### config.mk
export PLATFORM = sky130hd
export DESIGN_NAME = wb_out_packer
export DESIGN_NICKNAME = d
export VERILOG_FILES = /design/src/rtl/wb_pkg.sv /design/src/rtl/wb_sync_fifo.sv /design/src/rtl/wb_out_packer.sv
export SDC_FILE = /design/constraint.sdc
export NUM_CORES = 2
export LEC_CHECK = 0
export CAP_MARGIN = 25
export CELL_PAD_IN_SITES_DETAIL_PLACEMENT = 0
export CELL_PAD_IN_SITES_GLOBAL_PLACEMENT = 1
export CORE_UTILIZATION = 30
export CTS_CLUSTER_DIAMETER = 40
export DETAILED_ROUTE_END_ITERATION = 10
export GPL_TIMING_DRIVEN = 1
export PLACE_DENSITY = 0.46
export SLEW_MARGIN = 10
export SYNTH_ARGS = -nofsm -noshare
export SYNTH_HDL_FRONTEND = slang
export SYNTH_SLANG_ARGS = --single-unit
### constraint.sdc
create_clock -name clk -period 31.7 [get_ports clk]
set_clock_uncertainty 0.1 [all_clocks]
set_input_delay 6.34 -clock clk [delete_from_list [all_inputs] [get_ports clk]]
set_output_delay 6.34 -clock clk [all_outputs]
set_load 0.02 [all_outputs]
### src/rtl/wb_pkg.sv
// Shared types, default sizes and width helpers for the writeback output packer.
package wb_pkg;

    localparam int DEFAULT_DATA_WIDTH = 32;
    localparam int DEFAULT_PACK       = 4;
    localparam int DEFAULT_FIFO_DEPTH = 16;

    typedef enum logic [1:0] {
        RUN    = 2'd0,
        FLUSH2 = 2'd1,
        DRAIN  = 2'd2
    } wb_state_e;

    // Lane count spans 0..PACK inclusive, hence the +1.
    function automatic int lane_cnt_w(input int pack);
        return $clog2(pack + 1);
    endfunction

    function automatic int fifo_ptr_w(input int depth);
        return $clog2(depth);
    endfunction

endpackage

### src/rtl/wb_sync_fifo.sv
// First-word-fall-through synchronous FIFO with occupancy count.
module wb_sync_fifo
    import wb_pkg::*;
#(
    parameter int WIDTH = 8,
    parameter int DEPTH = DEFAULT_FIFO_DEPTH
) (
    input  logic                       clk,
    input  logic                       rst,
    input  logic                       push,
    input  logic [WIDTH-1:0]           push_data,
    input  logic                       pop,
    output logic [WIDTH-1:0]           pop_data,
    output logic                       empty,
    output logic                       full,
    output logic [fifo_ptr_w(DEPTH):0] count
);
    localparam int PTR_W = fifo_ptr_w(DEPTH);

    logic [WIDTH-1:0] mem_q [DEPTH];
    logic [PTR_W-1:0] wr_ptr_q, wr_ptr_d;
    logic [PTR_W-1:0] rd_ptr_q, rd_ptr_d;
    logic [PTR_W:0]   count_q, count_d;
    logic             do_push, do_pop;

    assign empty    = (count_q == '0);
    assign full     = (count_q == (PTR_W + 1)'(DEPTH));
    assign do_pop   = pop && !empty;
    assign do_push  = push && (!full || do_pop);
    assign pop_data = mem_q[rd_ptr_q];
    assign count    = count_q;

    // NOTE: defaults first so every path assigns each _d signal; no latches.
    always_comb begin
        wr_ptr_d = wr_ptr_q;
        rd_ptr_d = rd_ptr_q;
        count_d  = count_q;
        if (do_push) wr_ptr_d = wr_ptr_q + PTR_W'(1);
        if (do_pop)  rd_ptr_d = rd_ptr_q + PTR_W'(1);
        case ({do_push, do_pop})
            2'b10:   count_d = count_q + (PTR_W + 1)'(1);
            2'b01:   count_d = count_q - (PTR_W + 1)'(1);
            default: count_d = count_q;
        endcase
    end

    // NOTE: non-blocking assignments for all state so flops update together.
    always_ff @(posedge clk) begin
        if (rst) begin
            wr_ptr_q <= '0;
            rd_ptr_q <= '0;
            count_q  <= '0;
        end else begin
            wr_ptr_q <= wr_ptr_d;
            rd_ptr_q <= rd_ptr_d;
            count_q  <= count_d;
        end
    end

    // NOTE: storage is not reset; occupancy alone decides what is valid.
    always_ff @(posedge clk) begin
        if (do_push) mem_q[wr_ptr_q] <= push_data;
    end

    always_ff @(posedge clk) begin
        if (!rst) assert (!(push && full && !do_pop));
    end

endmodule

### src/rtl/wb_out_packer.sv
// Packs the writeback result stream into PACK-lane beats behind an FWFT FIFO.
// Optional macro WB_PACKER_BEAT_CNT_EN adds a per-job handshaked beat counter.
module wb_out_packer
    import wb_pkg::*;
#(
    parameter int DATA_WIDTH   = DEFAULT_DATA_WIDTH,
    parameter int PACK         = DEFAULT_PACK,
    parameter int FIFO_DEPTH   = DEFAULT_FIFO_DEPTH,
    parameter int STALL_MARGIN = 4
) (
    input  logic                       clk,
    input  logic                       rst,
    input  logic [DATA_WIDTH-1:0]      in_data,
    input  logic                       in_valid,
    input  logic                       in_last,
    output logic                       stall,
    output logic [DATA_WIDTH*PACK-1:0] m_tdata,
    output logic [PACK-1:0]            m_tkeep,
    output logic                       m_tlast,
    output logic                       m_tvalid,
    input  logic                       m_tready,
`ifdef WB_PACKER_BEAT_CNT_EN
    output logic [15:0]                beat_cnt,
`endif
    output logic                       job_done
);
    localparam int CNT_W    = lane_cnt_w(PACK);
    localparam int FCNT_W   = fifo_ptr_w(FIFO_DEPTH) + 1;
    localparam int BEAT_W   = DATA_WIDTH * PACK;
    localparam int ENTRY_W  = BEAT_W + PACK + 1;
    localparam int STALL_AT = FIFO_DEPTH - STALL_MARGIN;

    typedef logic [PACK-1:0][DATA_WIDTH-1:0] lanes_t;

    wb_state_e        state_q, state_d;
    lanes_t           lanes_q, lanes_d;
    logic [CNT_W-1:0] count_q, count_d;
    logic             stall_q, stall_d;
    logic             job_done_q, job_done_d;

    logic             push_valid, push_last, empty_job;
    lanes_t           push_data;
    logic [PACK-1:0]  push_keep;

    logic               fifo_empty, fifo_full, fifo_last;
    logic [FCNT_W-1:0]  fifo_count;
    logic [ENTRY_W-1:0] fifo_rdata;
    logic [PACK-1:0]    fifo_keep;
    logic [BEAT_W-1:0]  fifo_data;
    logic               beat_hs, tlast_hs;

    function automatic logic [PACK-1:0] keep_for(input logic [CNT_W-1:0] n);
        logic [PACK-1:0] k;
        for (int i = 0; i < PACK; i++) k[i] = (CNT_W'(i) < n);
        return k;
    endfunction

    assign {fifo_last, fifo_keep, fifo_data} = fifo_rdata;
    assign beat_hs  = m_tvalid && m_tready;
    assign tlast_hs = beat_hs && fifo_last;

    always_ff @(posedge clk) begin
        if (rst) begin
            state_q    <= RUN;
            lanes_q    <= '0;
            count_q    <= '0;
            stall_q    <= 1'b0;
            job_done_q <= 1'b0;
        end else begin
            state_q    <= state_d;
            lanes_q    <= lanes_d;
            count_q    <= count_d;
            stall_q    <= stall_d;
            job_done_q <= job_done_d;
        end
    end

    // A full register is held back until the job's next event, so tlast always rides real data.
    always_comb begin
        state_d    = state_q;
        lanes_d    = lanes_q;
        count_d    = count_q;
        push_valid = 1'b0;
        push_data  = lanes_q;
        push_keep  = '1;
        push_last  = 1'b0;
        empty_job  = 1'b0;
        case (state_q)
            RUN: begin
                if (in_valid && count_q == CNT_W'(PACK)) begin
                    push_valid = 1'b1;
                    lanes_d[0] = in_data;
                    count_d    = CNT_W'(1);
                    if (in_last) state_d = FLUSH2;
                end else if (in_valid) begin
                    for (int i = 0; i < PACK; i++)
                        if (CNT_W'(i) == count_q) lanes_d[i] = in_data;
                    count_d = count_q + CNT_W'(1);
                    if (in_last) begin
                        push_valid = 1'b1;
                        push_data  = lanes_d;
                        push_keep  = keep_for(count_q + CNT_W'(1));
                        push_last  = 1'b1;
                        count_d    = '0;
                        state_d    = DRAIN;
                    end
                end else if (in_last) begin
                    if (count_q != '0) begin
                        push_valid = 1'b1;
                        push_keep  = keep_for(count_q);
                        push_last  = 1'b1;
                        count_d    = '0;
                        state_d    = DRAIN;
                    end else begin
                        empty_job = 1'b1;
                    end
                end
            end
            FLUSH2: begin
                push_valid = 1'b1;
                push_keep  = keep_for(count_q);
                push_last  = 1'b1;
                count_d    = '0;
                state_d    = DRAIN;
            end
            DRAIN: begin
                if (tlast_hs) state_d = RUN;
            end
            default: state_d = RUN;
        endcase
    end

    always_comb begin
        stall_d = (int'(fifo_count) + int'(push_valid) >= STALL_AT) || fifo_full
                  || (state_d != RUN);
        job_done_d = tlast_hs || empty_job;
    end

    always_ff @(posedge clk) begin
        if (!rst && state_q != RUN) assert (!in_valid);
    end

    wb_sync_fifo #(
        .WIDTH (ENTRY_W),
        .DEPTH (FIFO_DEPTH)
    ) u_fifo (
        .clk       (clk),
        .rst       (rst),
        .push      (push_valid),
        .push_data ({push_last, push_keep, push_data}),
        .pop       (beat_hs),
        .pop_data  (fifo_rdata),
        .empty     (fifo_empty),
        .full      (fifo_full),
        .count     (fifo_count)
    );

    // Payload is gated with valid so idle outputs read as zero.
    assign m_tvalid = !fifo_empty;
    assign m_tdata  = m_tvalid ? fifo_data : '0;
    assign m_tkeep  = m_tvalid ? fifo_keep : '0;
    assign m_tlast  = m_tvalid && fifo_last;
    assign stall    = stall_q;
    assign job_done = job_done_q;

`ifdef WB_PACKER_BEAT_CNT_EN
    logic [15:0] beat_cnt_q, beat_cnt_d;

    always_comb begin
        beat_cnt_d = beat_cnt_q;
        if (job_done_q) beat_cnt_d = '0;
        if (beat_hs && beat_cnt_d != 16'hFFFF) beat_cnt_d = beat_cnt_d + 16'd1;
    end

    always_ff @(posedge clk) begin
        if (rst) beat_cnt_q <= '0;
        else     beat_cnt_q <= beat_cnt_d;
    end

    assign beat_cnt = beat_cnt_q;
`endif

endmodule

Yosys cells after proc, flatten, opt, wreduce, memory -nomap -nowiden
Memories as Yosys holds them, arrays and structs flattened. A register that Yosys moved wholly into a read port is not among the register bits.
Index checks and enable logic that the tools add are counted.
W data, S select, Z words.
- $add $sub $neg: 6
- magnitude comparators: 9
- eq/ne operators: 11
- mux-type cells: 50
- bitwise logic cells: 1
- reduce and logical (&&, ||, !) cells: 23
- operators with widths (cell ; count):
    $mux W128 ; 5
    $mux W32 ; 6
    $mux W4 ; 8
    $mux W3 ; 5
    $mux W2 ; 7
    $mux W1 ; 13
    $lt A1 B3 Y1 const A ; 4
    $lt A2 B3 Y1 const A ; 4
    $pmux W5 S2 ; 1
    $add A4 B1 Y4 const B ; 2
    $ne A4 B4 Y1 const B ; 2
    $pmux W4 S2 ; 1
    $reduce_bool A2 Y1 ; 4
    $add A5 B1 Y6 ; 1
    $eq A2 B3 Y1 const A ; 2
    $ge A6 B4 Y1 const B ; 1
    $logic_and A1 B1 Y1 ; 6
    $pmux W2 S3 ; 1
    $pmux W3 S2 ; 1
    $reduce_and A3 Y1 ; 2
    $add A5 B1 Y5 const B ; 1
    $eq A5 B5 Y1 const B ; 1
    $logic_not A5 Y1 ; 1
    $sub A5 B1 Y5 const B ; 1
    13 further kinds ; 20
- register bits after elaboration: 148
- memory bits (writable): 2128
- input port bits: 37
- output and inout port bits: 136
- logic and storage cells: 112
- memories: 1
- memories (memory ; words ; width ; read ports ; clocked after memory_dff ; write ports ; line ; RTL):
    u_fifo.mem_q ; 16 ; 133 ; 1 ; 1 ; 1 ; wb_sync_fifo.sv:20 ; logic [WIDTH-1:0] mem_q [DEPTH];

Longest topological paths before layout
- word-level depth: 10
- gate-level depth with buffers: 13
- gate-level depth less buffers: 12

Hierarchy
Synthesis repeated with hierarchy kept, for this count alone.
- cell total of the unflattened synthesis: 4307
- area total of the unflattened synthesis: 87757.9 um^2
- by module, submodules not included (module ; instances ; cells each ; area an instance (um^2)):
    wb_sync_fifo ; 1 ; 3366 ; 80249.5
    wb_out_packer ; 1 ; 941 ; 7508.5

Worst setup path after synthesis
OpenSTA, ideal clock, no wires.
- kind: input-to-reg
- from: input port in_last
- to: memory u_fifo.mem_q[3][0] (netlist name) (enable)
- data arrival time: 16.162 ns
- required time: 30.812 ns
- path slack: 14.650 ns
- stages on the path: 5
- path buffers: 1
- path through: clkbuf_1 -> inv_1 -> o21ai_1 -> nand4_1 -> nor3_1
- longest elaborated chain between the ends: 7
- elaborated cells between the ends (all ways): 8
- RTL lines (what ; line ; RTL):
    start: declaration ; wb_out_packer.sv:15 ; input logic in_last,
    $mux W1 (on tied branches) ; wb_out_packer.sv:107, wb_out_packer.sv:99 ;
    $mux W1 * ; wb_out_packer.sv:95 ; end else if (in_valid) begin
    $mux W1 * ; wb_out_packer.sv:90 ; if (in_valid && count_q == CNT_W'(PACK)) begin
    $pmux W1 S2 * ; wb_out_packer.sv:88 ; case (state_q)
    $logic_and A1 B1 Y1 * ; wb_sync_fifo.sv:29 ; assign do_push = push && (!full || do_pop);
    $mux W1 * ; wb_sync_fifo.sv:62 ; if (do_push) mem_q[wr_ptr_q] <= push_data;
    $mux W1 (implied by the code) * ; wb_sync_fifo.sv:62 ;
    end: declaration ; wb_sync_fifo.sv:20 ;
Every way passes the cells marked *; elsewhere a longest branch is shown, timed or not.

==> key figures <==
Die
  – Core region area: 0.291 mm²
  – Num rows: 198
  – Die Area: 0.296 mm²
  – Die Height: 544 µm
  – Initial Utilization: 30.2%
  – I/O pin count: 173
  – Die W: 544 µm

Critical path
  – Worst-path fanout max: 123
  – Reg2Reg Launch Point: count_q[0]
  – Worst EP arrival: 6.16 ns
  – Slowest stage delay, CP: 0.98 ns
  – CP startpoint kind: flip-flop
  – Worst Reg-to-Reg Cells: 8
  – Critical path capture point type: primary output
  – Crit path cell chain: buf_4 > buf_4 > buf_12 > mux4_2 > mux4_2 > and2_1 > clkdlybuf4s50_1
  – Worst Path Required: 25.26 ns
  – Worst setup path category: reg -> out
  – Critical path's slowest cell: dfxtp_4
  – FF-to-FF End: u_fifo.mem_q[14][81]
  – R2r setup slk: 26.34 ns

Global routing
  – GRT met3 Usage: 3.00%
  – M1 GR Usage: 23.7%
  – Largest net degree at the start of global routing: 144
  – GRT Resource Usage Total: 17.7%
  – Routing usage on met2: 29.5%
  – Vias in the first global route: 45700
  – Most Used Layer, Global Route: met2
  – First-pass GRT wire length: 366000 µm
  – Grt ovf: 0
  – Initial antenna violation count: 30

Timing
  – Fin. max-slew vios: 0
  – Crit path time final: 12.60 ns
  – Final period utilization: 39.8%
  – Fmax: 79.4 MHz
  – Final-report hold violation count: 0
  – RSZ-0062 raised after global routing: false
  – Slew @ Worst Pin: 1.07 ns
  – Count of final setup violators: 0
  – Total Negative Setup Slacks: 0 ns
  – Rel. slew slack: 28.6%

Synth
  – Top FF cell, synth: edfxtp_1
  – Register area share after synthesis: 76.0%
  – Netlist cell types: 52
  – EDFF count, synth: 2128
  – Synth Net Count: 4065
  – #FFs+latches synth: 2280
  – Syn_area_per_cell: 21.9 µm²
  – Synthesis Warnings: 0
  – Post-Synthesis Cells: 4014
  – Ys async rst share: 0%
  – Synthesized area: 0.0881 mm²

Final layout
  – Layout cells sized above 1: 32.0%
  – Final Core Density: 37.0%
  – Fill count: 26600
  – NumNets Final: 4499
  – Area grow syn2layout: 22.5%

Drt
  – WL per Instance: 30.3 µm
  – Detail Route Antenna Nets: 0
  – DR vias/cell: 4.94
  – DR DRC count: 0
  – DRT iter0 DRCs: 3765
  – Routed WL: 263000 µm
  – Drt pass-1 iters: 7
  – Vias post-DR: 42900

Worst hold path
  – Hold_sp: lanes_q[95]
  – Hold Path Depth: 2
  – Hold Path Sink: lanes_q[95]
  – Worst Hold Class: reg -> reg

Job
  – Max_cap viols: 0

Clock network
  – Root Buffer: clkbuf_16
  – Setup Fix Bufs, Post-CTS: 0
  – CTS-repair resized insts: 0
  – Worst skew pair latency: 0.89 ns
  – Sink Count: 2280
  – TritonCTS clock tree: yes
  – H-tree levels: 5
  – Cts hold-fix bufs: 0
  – Total CTS buffers: 380
  – Clk buf depth: 4
  – Clock transition at path regs: 0.05 ns

Power and ir drop
  – Maximum vdd drop: 0.0940 mV
  – P_leak: 0.0341 µW
  – Pwr dens: 81.9 mW/mm²

Status
  – Run status: finished, final reports clean

Placement
  – DP HPWL: 130000 µm
  – GP Congestion: 0.694
  – I/O Buffers: 172
## where the power goes
part / total (µW) / switching, µW / internal, µW
sequential: 3330 / 24.2 / 3310
clock: 4180 / 1510 / 2670
combinational: 1320 / 744 / 573
total: 8830 / 2280 / 6550
## cell families (layout without fill, tap and decap cells)
group | Yosys count | count (layout) | synth area share, %
buffers and inverters | 244 | 1004 | 1.25
adder cells (fa/ha/maj) | 15 | 15 | 0.219
AND/OR/NAND/NOR | 495 | 495 | 2.65
other | 0 | 11 | 0
multiplexers | 800 | 800 | 18.7
AO/OA/AOI/OAI | 172 | 172 | 1.04
flip-flops | 2280 | 2280 | 76.0
XOR/XNOR | 8 | 8 | 0.0796
## cells in the mapped netlist (2+ instances only)
cell,number,area (µm²)
a21o_1,4,30.0
a21oi_1,143,716
and2_1,137,857
and3_1,17,106
buf_1,23,86.3
buf_2,61,305
buf_4,18,135
buf_6,6,67.6
clkbuf_1,120,450
dfxtp_1,152,3040
edfxtp_1,2128,63900
ha_1,13,163
inv_1,13,48.8
inv_2,3,11.3
mux2_1,64,721
mux2_2,69,777
mux2i_1,2,20.0
mux4_2,665,15000
nand2_1,274,1030
nand3_1,10,50.1
nand4_1,7,43.8
nor2_1,27,101
nor2b_1,8,50.1
nor3_1,4,20.0
o21a_1,2,15.0
o21ai_0,7,35.0
o21ai_1,4,20.0
or3_1,2,12.5
or4_1,2,15.0
xnor2_1,4,35.0
xor2_1,4,35.0
## area by class of cell
cell class	count	area [µm²]	share of cell area, %
diodes	11	27.5	0.0255
clock buffers	437	9920	9.20
clock inverters	271	3150	2.92
inverters	16	65.1	0.0603
multi-input cells	1490	20100	18.7
flip-flops and latches	2280	67000	62.1
well taps	3900	4880	4.53
repair buffers	280	2720	2.52
## state kept, by name, indices dropped and copies added (netlist names), named ones only
name	cells
u_fifo.mem_q	2128
lanes_q	128
u_fifo.count	5
u_fifo.rd_ptr_q	4
u_fifo.wr_ptr_q	4
count_q	3
state_q	2
job_done	1
stall	1
## routing by layer
metal | vias to the layer above | share of wire (%)
li1 | 17700 | -
met1 | 23600 | 43
met2 | 1140 | 49
met3 | 433 | 4.9
met4 | 0 | 2.9
met5 | - | 0
## cells in the final DEF (no fill, tap or decap), types with 14 or more instances in the layout
cell type        synthesis  final
and2_1                 137    137
inv_6                    0     39
buf_4                   18     91
dfxtp_1                152    148
clkbuf_16                0    386
mux2_2                  69     69
clkinv_1                 0     21
bufinv_16                0     48
edfxtp_1              2128   2128
and3_4                   0     14
clkinv_2                 0     53
mux2_1                  64     64
a21oi_1                143    142
nand2_1                274    273
clkbuf_1               120     44
clkinvlp_4               0     57
clkdlybuf4s50_1          0    162
nor2_1                  27     27
mux4_2                 665    665
clkinv_4                 0     35
## worst max-delay path, delay by kind of cell, from the launching register on
family        cells  cell delay, ns
simple gates      1            0.20
flops             1            0.98
buf+inv           4            2.88
mux               2            0.96
## how the worst max path moves through the flow
stage | start | to | slack, ns | cells past startpoint
floorplan | in_last | u_fifo.mem_q[3][0] | 14.65 | 5
global placement | flip-flop | m_tdata[7] | 19.83 | 7
detailed placement | flip-flop | m_tdata[7] | 19.85 | 7
CTS | flip-flop | m_tdata[7] | 18.91 | 7
global route | flip-flop | m_tdata[36] | 18.84 | 7
finish | flip-flop | m_tdata[24] | 19.10 | 7
## through the flow
step                instances  hold WS, ns  total power (µW)  area (µm²)  worst slack [ns]
detailed placement       7965        0.343              4760       94700             19.85
finish                   8685        0.349              8830      108000             19.10
CTS                      8673        0.351              8970      108000             18.91
global placement         7959        0.338              4760       94600             19.83
floorplan                4014        0.333              4140       88100             14.65
global route             8677        0.364              9140      108000             18.84
Note: power is estimated with default switching activity, not from simulation.
